--- src/rtl/prio_rr_arbiter_pkg.sv ---
// Shared definitions for prio_rr_arbiter: state encoding, hold counter width,
// and the grant-index width helper used for the parameter sanity check.
package prio_rr_arbiter_pkg;

  typedef enum logic {
    ARB_IDLE    = 1'b0,
    ARB_GRANTED = 1'b1
  } arb_state_e;

  localparam int HOLD_W = 16;

  // Returns max(1, ceil(log2(n))).
  function automatic int idx_width(input int n);
    int w;
    w = 1;
    while ((1 << w) < n) w = w + 1;
    return w;
  endfunction

endpackage

--- src/rtl/prio_rr_arbiter_rr_pick.sv ---
// Combinational rotate-priority encoder: finds the first set bit of vec_i
// searching upward from start_i, wrapping modulo N_REQ.
module prio_rr_arbiter_rr_pick #(
  parameter int N_REQ = 4,
  parameter int IDX_W = 2
) (
  input  logic [N_REQ-1:0] vec_i,
  input  logic [IDX_W-1:0] start_i,
  output logic             found_o,
  output logic [IDX_W-1:0] idx_o
);

  localparam int PW = IDX_W + 1;

  logic [PW-1:0] pos;

  // Walk offsets from the far end down so the nearest hit is written last.
  always_comb begin
    found_o = 1'b0;
    idx_o   = '0;
    pos     = '0;
    for (int k = N_REQ - 1; k >= 0; k--) begin
      pos = {1'b0, start_i} + PW'(k);
      if (pos >= PW'(N_REQ)) pos = pos - PW'(N_REQ);
      if (vec_i[pos[IDX_W-1:0]]) begin
        found_o = 1'b1;
        idx_o   = pos[IDX_W-1:0];
      end
    end
  end

endmodule

--- src/rtl/prio_rr_arbiter.sv ---
// Non-preemptive N-way arbiter: high-priority requesters by lowest index,
// normal requesters round-robin. Define ARB_TIMEOUT_EN for the hold-timeout.
module prio_rr_arbiter
  import prio_rr_arbiter_pkg::*;
#(
  parameter int N_REQ    = 4,
  parameter int IDX_W    = 2,
  parameter int MAX_HOLD = 64
) (
  input  logic             clk_i,
  input  logic             rst_i,
  input  logic [N_REQ-1:0] req_i,
  input  logic [N_REQ-1:0] prio_i,
  output logic [N_REQ-1:0] grant_o,
  output logic             grant_valid_o,
  output logic [IDX_W-1:0] grant_idx_o
`ifdef ARB_TIMEOUT_EN
  ,
  output logic             hold_expired_o
`endif
);

  if (IDX_W != idx_width(N_REQ)) begin : g_bad_idx_w
    $error("IDX_W must equal max(1, ceil(log2(N_REQ)))");
  end
  if (N_REQ < 2 || N_REQ > 32) begin : g_bad_n_req
    $error("N_REQ must be in 2..32");
  end

  arb_state_e       state_q;
  logic [N_REQ-1:0] grant_q;
  logic [IDX_W-1:0] idx_q;
  logic [IDX_W-1:0] rr_ptr_q;

  logic             owner_req;
  logic             owner_rel;
  logic             forced;
  logic             arb_edge;
  logic [N_REQ-1:0] cand;
  logic [N_REQ-1:0] hi;
  logic [N_REQ-1:0] lo;
  logic             hi_found;
  logic             lo_found;
  logic [IDX_W-1:0] hi_idx;
  logic [IDX_W-1:0] lo_idx;
  logic             win_found;
  logic [IDX_W-1:0] win_idx;
  logic [N_REQ-1:0] win_onehot;
  logic [IDX_W-1:0] rr_next;

  assign owner_req = |(req_i & grant_q);
  assign owner_rel = (state_q == ARB_GRANTED) && !owner_req;

`ifdef ARB_TIMEOUT_EN
  localparam logic [HOLD_W-1:0] HOLD_LAST = HOLD_W'(MAX_HOLD - 1);

  logic [HOLD_W-1:0] hold_cnt_q;
  logic              hold_expired_q;

  assign forced = (state_q == ARB_GRANTED) && owner_req &&
                  (hold_cnt_q == HOLD_LAST) && (|(req_i & ~grant_q));
`else
  assign forced = 1'b0;
`endif

  assign arb_edge = (state_q == ARB_IDLE) || owner_rel || forced;

  // grant_q is zero while idle, so this masks only the outgoing owner.
  assign cand = req_i & ~grant_q;
  assign hi   = cand & prio_i;
  assign lo   = cand & ~prio_i;

  prio_rr_arbiter_rr_pick #(.N_REQ(N_REQ), .IDX_W(IDX_W)) u_pick_hi (
    .vec_i   (hi),
    .start_i ('0),
    .found_o (hi_found),
    .idx_o   (hi_idx)
  );

  prio_rr_arbiter_rr_pick #(.N_REQ(N_REQ), .IDX_W(IDX_W)) u_pick_lo (
    .vec_i   (lo),
    .start_i (rr_ptr_q),
    .found_o (lo_found),
    .idx_o   (lo_idx)
  );

  assign win_found = hi_found || lo_found;
  assign win_idx   = hi_found ? hi_idx : lo_idx;
  assign rr_next   = (lo_idx == IDX_W'(N_REQ - 1)) ? '0 : lo_idx + 1'b1;

  for (genvar gi = 0; gi < N_REQ; gi++) begin : g_onehot
    assign win_onehot[gi] = (win_idx == IDX_W'(gi));
  end

  always_ff @(posedge clk_i or posedge rst_i) begin
    if (rst_i) begin
      state_q  <= ARB_IDLE;
      grant_q  <= '0;
      idx_q    <= '0;
      rr_ptr_q <= '0;
    end else if (arb_edge) begin
      if (win_found) begin
        state_q <= ARB_GRANTED;
        grant_q <= win_onehot;
        idx_q   <= win_idx;
        if (!hi_found) rr_ptr_q <= rr_next;
      end else begin
        state_q <= ARB_IDLE;
        grant_q <= '0;
        idx_q   <= '0;
      end
    end
  end

`ifdef ARB_TIMEOUT_EN
  always_ff @(posedge clk_i or posedge rst_i) begin
    if (rst_i) begin
      hold_cnt_q     <= '0;
      hold_expired_q <= 1'b0;
    end else begin
      hold_expired_q <= forced;
      if (arb_edge) begin
        hold_cnt_q <= '0;
      end else if (hold_cnt_q != HOLD_LAST) begin
        hold_cnt_q <= hold_cnt_q + 1'b1;
      end
    end
  end

  assign hold_expired_o = hold_expired_q;
`endif

  assign grant_o       = grant_q;
  assign grant_valid_o = (state_q == ARB_GRANTED);
  assign grant_idx_o   = idx_q;

endmodule

--- config.mk ---
export PLATFORM = sky130hd
export DESIGN_NAME = prio_rr_arbiter
export DESIGN_NICKNAME = d
export VERILOG_FILES = /design/src/rtl/prio_rr_arbiter_pkg.sv /design/src/rtl/prio_rr_arbiter_rr_pick.sv /design/src/rtl/prio_rr_arbiter.sv
export SDC_FILE = /design/constraint.sdc
export NUM_CORES = 1
export LEC_CHECK = 0
export CAP_MARGIN = 30
export CORE_MARGIN = 2
export CORE_UTILIZATION = 24
export DETAILED_ROUTE_END_ITERATION = 6
export GPL_ROUTABILITY_DRIVEN = 0
export PLACE_DENSITY_LB_ADDON = 0.25
export SLEW_MARGIN = 20
export SYNTH_ARGS = -nofsm -noshare
export SYNTH_HDL_FRONTEND = slang
export SYNTH_SLANG_ARGS = --single-unit
--- constraint.sdc ---
create_clock -name clk_i -period 1.9 [get_ports clk_i]
set_clock_uncertainty 0.2 [all_clocks]
set_input_delay 0.57 -clock clk_i [delete_from_list [all_inputs] [get_ports clk_i]]
set_output_delay 0.57 -clock clk_i [all_outputs]
set_load 0.005 [all_outputs]
* Word-level counts from Yosys, hierarchy flattened
Index checks and enable logic that the tools add are counted.
** Storage, ports and cells
- Flip-flop bits (word level) :: 9
- Input bits :: 10
- Output and inout bits :: 7
** Cells by class
- Add/subtract/negate cells :: 8
- $lt $le $gt $ge :: 8
- Eq/ne operators :: 4
- Muxes and demuxes :: 33
- Bitwise gates (word level) :: 8
- Reductions and logical operators :: 7
** Operators by type and width (count)
- 2-bit two-way mux :: 15
- 4-bit bitwise AND :: 4
- 1-bit two-way mux :: 13
- 2-bit by 3-bit < comparator with 1-bit output (second input constant) :: 4
- 3-bit greater-or-equal comparator (second input constant) :: 3
- 1-bit binary-select mux with 2-bit select :: 4
- 4-bit inverter :: 2
- 2-bit by 1-bit subtractor with 2-bit output (second input constant) :: 4
- 2-bit by 2-bit adder with 3-bit output (second input constant) :: 2
- 2-bit == test (second input constant) :: 3
- 4-bit two-way mux :: 1
- 4-bit OR reduction :: 1
- 2-bit by 1-bit adder with 3-bit output (second input constant) :: 1
- 2-bit by 3-bit greater-or-equal comparator with 1-bit output (second input constant) :: 1
- 3-bit AND reduction :: 1
- 2-bit by 1-bit adder with 2-bit output (second input constant) :: 1
- 2-bit by 1-bit == test with 1-bit output (second input constant) :: 1
- 2-bit zero test :: 1
- 1-bit logical OR :: 2
- 1-bit inverter :: 2
- 1-bit logical AND :: 1
- 1-bit zero test :: 1

* Logic depth before layout (Yosys ltp)
Gate-level depths: netlist of the first run.
- Depth in word-level cells :: 12
- Gate-level depth with buffers :: 6

* Cells and area by module
From an unflattened synthesis of the first run, not the netlist that was laid out.
** Second synthesis, totals
- Cells, all modules :: 75
- Area, all modules :: 684.4 um2
** By module, submodules not included
- prio_rr_arbiter :: instances 1, cells each 49, area an instance 529.3 um2
- prio_rr_arbiter_rr_pick :: instances 2, cells each 13, area an instance 77.6 um2

* Worst setup path before layout of the first run
OpenSTA, ideal clock, no wires.
- Path type :: input port to flip-flop
- From :: input port req_i[1]
- To :: register grant_q[0] (netlist: grant_o[0])
- Setup time :: 122 ps
- Arrival :: 1673 ps
- Required time :: 1578 ps
- Setup slack :: -95 ps
- Stages on the path :: 4
- Path buffers :: 0
- Path through :: nor3b_4 > nor4_2 > or4b_1 > o2111a_1
** Between the ends
- Cells in the longest elaborated chain, start to end :: 11
- Elaborated cells on any way between the ends :: 32
- Those cells by class :: mux (22); bitwise (4); reduce/logical (6)
** Ends and longest elaborated chain
- start, declared :: RTL line prio_rr_arbiter.sv:12 : input logic [N_REQ-1:0] req_i,
- 4-bit bitwise AND :: RTL line prio_rr_arbiter.sv:69 : assign cand = req_i & ~grant_q;
- 4-bit bitwise AND :: RTL line prio_rr_arbiter.sv:71 : assign lo = cand & ~prio_i;
- 1-bit binary-select mux with 2-bit select :: RTL line prio_rr_arbiter_rr_pick.sv:25 : if (vec_i[pos[IDX_W-1:0]]) begin
- 1-bit two-way mux (not written as such) :: RTL line prio_rr_arbiter_rr_pick.sv:25
- 2-bit two-way mux (4 in series) :: RTL line prio_rr_arbiter_rr_pick.sv:25
- 2-bit two-way mux :: RTL line prio_rr_arbiter.sv:88 : assign win_idx = hi_found ? hi_idx : lo_idx;
- 2-bit zero test :: RTL line prio_rr_arbiter.sv:92 : assign win_onehot[gi] = (win_idx == IDX_W'(gi));
- 4-bit two-way mux :: RTL line prio_rr_arbiter.sv:102 : if (win_found) begin
- end signal, assigned :: RTL line prio_rr_arbiter.sv:104 : grant_q <= win_onehot;
- end, declared :: RTL line prio_rr_arbiter.sv:31 : logic [N_REQ-1:0] grant_q;
Parallel ways exist; a longest one is shown, timed or not. The select of a mux whose other input is x is not followed.
A chain may end at the register's enable or synchronous reset.

* Final worst setup path of the first run
- From :: register grant_q[0] (netlist: grant_o[0])
- To :: register rr_ptr_q[1]
** Between the ends
- Cells in the longest elaborated chain, start to end :: 11
- Elaborated cells on any way between the ends :: 32
- Those cells by class :: add/sub (1); eq/ne (1); mux (18); bitwise (6); reduce/logical (6)
** Ends and longest elaborated chain
- 4-bit inverter :: RTL line prio_rr_arbiter.sv:69
- 4-bit bitwise AND :: RTL line prio_rr_arbiter.sv:69
- 4-bit bitwise AND :: RTL line prio_rr_arbiter.sv:71
- 1-bit binary-select mux with 2-bit select :: RTL line prio_rr_arbiter_rr_pick.sv:25
- 1-bit two-way mux (not written as such) :: RTL line prio_rr_arbiter_rr_pick.sv:25
- 2-bit two-way mux or 1-bit two-way mux (tied branches) (4 in series) :: RTL line prio_rr_arbiter_rr_pick.sv:25
- 2-bit by 1-bit adder with 2-bit output, or another cell as far along :: RTL line prio_rr_arbiter.sv:89 : assign rr_next = (lo_idx == IDX_W'(N_REQ - 1)) ? '0 : lo_idx + 1'b1;
- 2-bit two-way mux or 3-bit AND reduction (tied branches)
- end signal, assigned :: RTL line prio_rr_arbiter.sv:106 : if (!hi_found) rr_ptr_q <= rr_next;
- end, declared :: RTL line prio_rr_arbiter.sv:33 : logic [IDX_W-1:0] rr_ptr_q;
Parallel ways exist; a longest one is shown, timed or not. The select of a mux whose other input is x is not followed.

==> reports/qor.yml, run 1 <==
run_status:
  status: "finished, violations left"
  violations: "setup timing"
die:
  die_x_um: 55.3
  initial_core_util_pct: 25.5
  dieArea_um2: 3060
  fp.dieH_um: 55.3
  rows: 18
  io-pin-count: 17
  core_um2: 2480
drt:
  routed_wl_um: 2050
  num_vias: 678
  drc: 0
  wl_per_cell_um: 14.7
  postRouteAntennaNets: 0
  drt_iter0_drc: 16
  vias_per_cell: 4.88
  firstDrtPassIters: 4
sta:
  holdWs_ns: 0.282
  setup_viol_count_final: 5
  timing.final.ws_setup_ns: -0.0647
  fin_crit_ns: 1.96
  max_freq_ghz: 0.509
  finalHoldViolCount: 0
  tightest_slew_ns: 0.359
  fin_crit_sh_pct: 103
  slew_headroom_pct: 76.1
  slew_violations: 0
  rsz0062_at_grt: "yes"
clock_network:
  cts_buffers: 3
  clk_latency_ns: 0.26
  cts-root-buf: "clkbuf_4"
  postCtsHoldBufs: 0
  cts_sinks: 9
  clk_pin_slew_worst_paths_ns: 0.06
  cts_tree: "yes"
  max-clock-path-buffers: 2
  h-tree-depth: 1
hold_path:
  whs_path_depth: 1
  hp-class: "register to register"
  hold_end: "grant_idx_o[0]$_DFFE_PP0P_"
  min-delay-start: "grant_idx_o[0]$_DFFE_PP0P_"
grt:
  antenna_found_initial: 0
  grt_pass1_vias: 730
  overflow: 0
  grt_max_degree: 10
  grt_pass1_wl_um: 3350
  track_usage_pct: 13.8
finish:
  drive_gt1_share_pct: 58.7
  multi_input_area_um2: 477
  num_antenna_cells: 0
  fillers: 246
  utilization_pct: 46.3
  seq_area_um2: 230
  fin_nets: 120
  fin_cells: 139
  synthToLayoutAreaGrowth_pct: 81.4
yosys:
  yosys.area.top_type: "dfrtp_1"
  async_flop_share_pct: 100
  synth_enable_flop_cells: 0
  syn-num-nets: 70
  ys_seq_area_share_pct: 35.6
  syn-cell-area_um2: 632
  synth_area_per_cell_um2: 10.5
  synth_common_cells: "dfrtp_1 (9), nand2_1 (8), nand3b_1 (5), a21oi_1 (3), o21ai_1 (3)"
  yosys_warnings: 0
  yosys.area.top_type_share_pct: 35.6
  ys_types: 28
  synth_ff_type: "dfrtp_1"
  syn_inst: 60
  ys_seq_elements: 9
  synth.area.top_cells: "dfrtp_1 (36%), nand3b_1 (5.9%), nor3b_4 (5.9%), nand2_1 (4.8%), o221ai_4 (4.2%)"
  synth.most_common_cell: "dfrtp_1"
setup_path:
  r2r_end: "rr_ptr_q[1]$_DFFE_PP0P_"
  worstPathRequired_ns: 1.84
  path_max_fanout: 4
  endpoint_kind: "register"
  crit_type: "register to register"
  reg2regPathDepth: 8
  worstPathArrival_ns: 1.90
  reg2reg_slack_ns: -0.06
  startpoint_type: "register"
  rr_startpoint: "grant_o[0]$_DFFE_PP0P_"
pwr:
  power.density_nw_per_um2: 1340
  p_leak_nw: 0.538
  ir_worst_vdd_mv: 0.757
place:
  place_inst: 124
  place_hpwl_um: 1390
  io_buffers: 16
job:
  cap_violations: 0
area by class of cell:
cell class                 instances  area share (%)
multi-input combinational         48            41.6
timing repair buffer              46            32.1
tap                               30            3.28
sequential                         9            20.1
inverter                           2           0.655
clock buffer                       4            2.29
layer usage:
layer / GRT usage, % / part of all wire, %
met4: 5.23 / 1.6
met2: 22.6 / 50
met3: 3.28 / 3.8
met5: 0 / 0
met1: 17.4 / 45
worst max path at each step:
stage	startpoint	to	cells past startpoint
detailed placement	req_i[2]	grant_o[1]$_DFFE_PP0P_	6
global placement	req_i[2]	grant_o[3]$_DFFE_PP0P_	8
global route	grant_o[0]$_DFFE_PP0P_	rr_ptr_q[1]$_DFFE_PP0P_	8
floorplan	req_i[0]	grant_o[0]$_DFFE_PP0P_	4
finish	grant_o[0]$_DFFE_PP0P_	rr_ptr_q[1]$_DFFE_PP0P_	8
CTS	grant_o[2]$_DFFE_PP0P_	rr_ptr_q[1]$_DFFE_PP0P_	6
sequential cells by signal, summed over array words and instances (netlist names):
name	cells
grant_o	4
grant_idx_o	2
rr_ptr_q	2
grant_valid_o	1
cell families (layout without fill, tap and decap cells):
group           count (synthesis)  count (layout)  synth area share [%]
mux                             1               1                  1.58
simple gates                   26              26                  33.1
buf+inv                         3              52                  1.78
flops                           9               9                  35.6
compound gates                 20              20                  26.5
xor+xnor                        1               1                  1.39
power breakdown:
group,switching [mW],leakage (nW),internal [mW]
sequential,0.0788,0.104,0.285
clock,0.0673,0.0150,0.0810
combinational,0.442,0.419,0.583
total,0.588,0.538,0.949
cell usage in the layout, fill, tap and decap left out, types with 2 or more instances in the layout:
| cell type | n |
|---|---|
| buf_6 | 4 |
| nor4_4 | 2 |
| buf_2 | 6 |
| dlymetal6s2s_1 | 3 |
| a21oi_1 | 3 |
| a21o_1 | 2 |
| dlygate4sd2_1 | 2 |
| o21ai_2 | 3 |
| dfrtp_2 | 4 |
| clkdlybuf4s50_1 | 2 |
| nand2_1 | 8 |
| nor3b_4 | 4 |
| dfrtp_1 | 5 |
| a311oi_2 | 2 |
| clkbuf_4 | 3 |
| a22oi_2 | 2 |
| inv_1 | 2 |
| nand2b_1 | 2 |
| buf_4 | 27 |
| nand3b_1 | 5 |
timing repair:
item / CTS / global route
endpoints found under the hold margin: 0 / 0
pin swaps: 11 / 10
setup endpoints to repair: 13 / 12
resized for setup: 47 / 11
buffers inserted: 6 / 5
through the flow:
stage               power (mW)  area, um2  setup WS [ns]  TNS (ns)
finish                    1.54       1150        -0.0647    -0.207
detailed placement        1.17        981         -0.646     -5.44
global route              1.65       1150         -0.155    -0.759
floorplan                0.762        644        -0.0803    -0.147
global placement          1.16        981         -0.680     -5.58
CTS                       1.47       1090        -0.0585    -0.182
critical path: stages (launching register included):
cell and delay [ns]:
dfrtp_2 0.41, buf_6 0.13, nor3b_4 0.23, buf_4 0.15, mux2i_2 0.08, o221ai_4 0.28, buf_6 0.15, xor2_1 0.14
a21oi_1 0.08
No activity file was read; power rests on OpenSTA's default activity.
==> run 2: changes to the inputs <==
--- a/config.mk
+++ b/config.mk
@@ -9,7 +9,7 @@
 export CORE_MARGIN = 2
 export CORE_UTILIZATION = 24
 export DETAILED_ROUTE_END_ITERATION = 6
-export GPL_ROUTABILITY_DRIVEN = 0
+export GPL_ROUTABILITY_DRIVEN = 1
 export PLACE_DENSITY_LB_ADDON = 0.25
 export SLEW_MARGIN = 20
 export SYNTH_ARGS = -nofsm -noshare
==> results of run 2 <==
No change in the layout: final DEF, timing and power equal those of run 1.
==> run 3: changes to the inputs <==
--- a/config.mk
+++ b/config.mk
@@ -9,7 +9,6 @@
 export CORE_MARGIN = 2
 export CORE_UTILIZATION = 24
 export DETAILED_ROUTE_END_ITERATION = 6
-export GPL_ROUTABILITY_DRIVEN = 1
 export PLACE_DENSITY_LB_ADDON = 0.25
 export SLEW_MARGIN = 20
 export SYNTH_ARGS = -nofsm -noshare
==> results of run 3 <==
No change in the layout: final DEF, timing and power equal those of run 1.
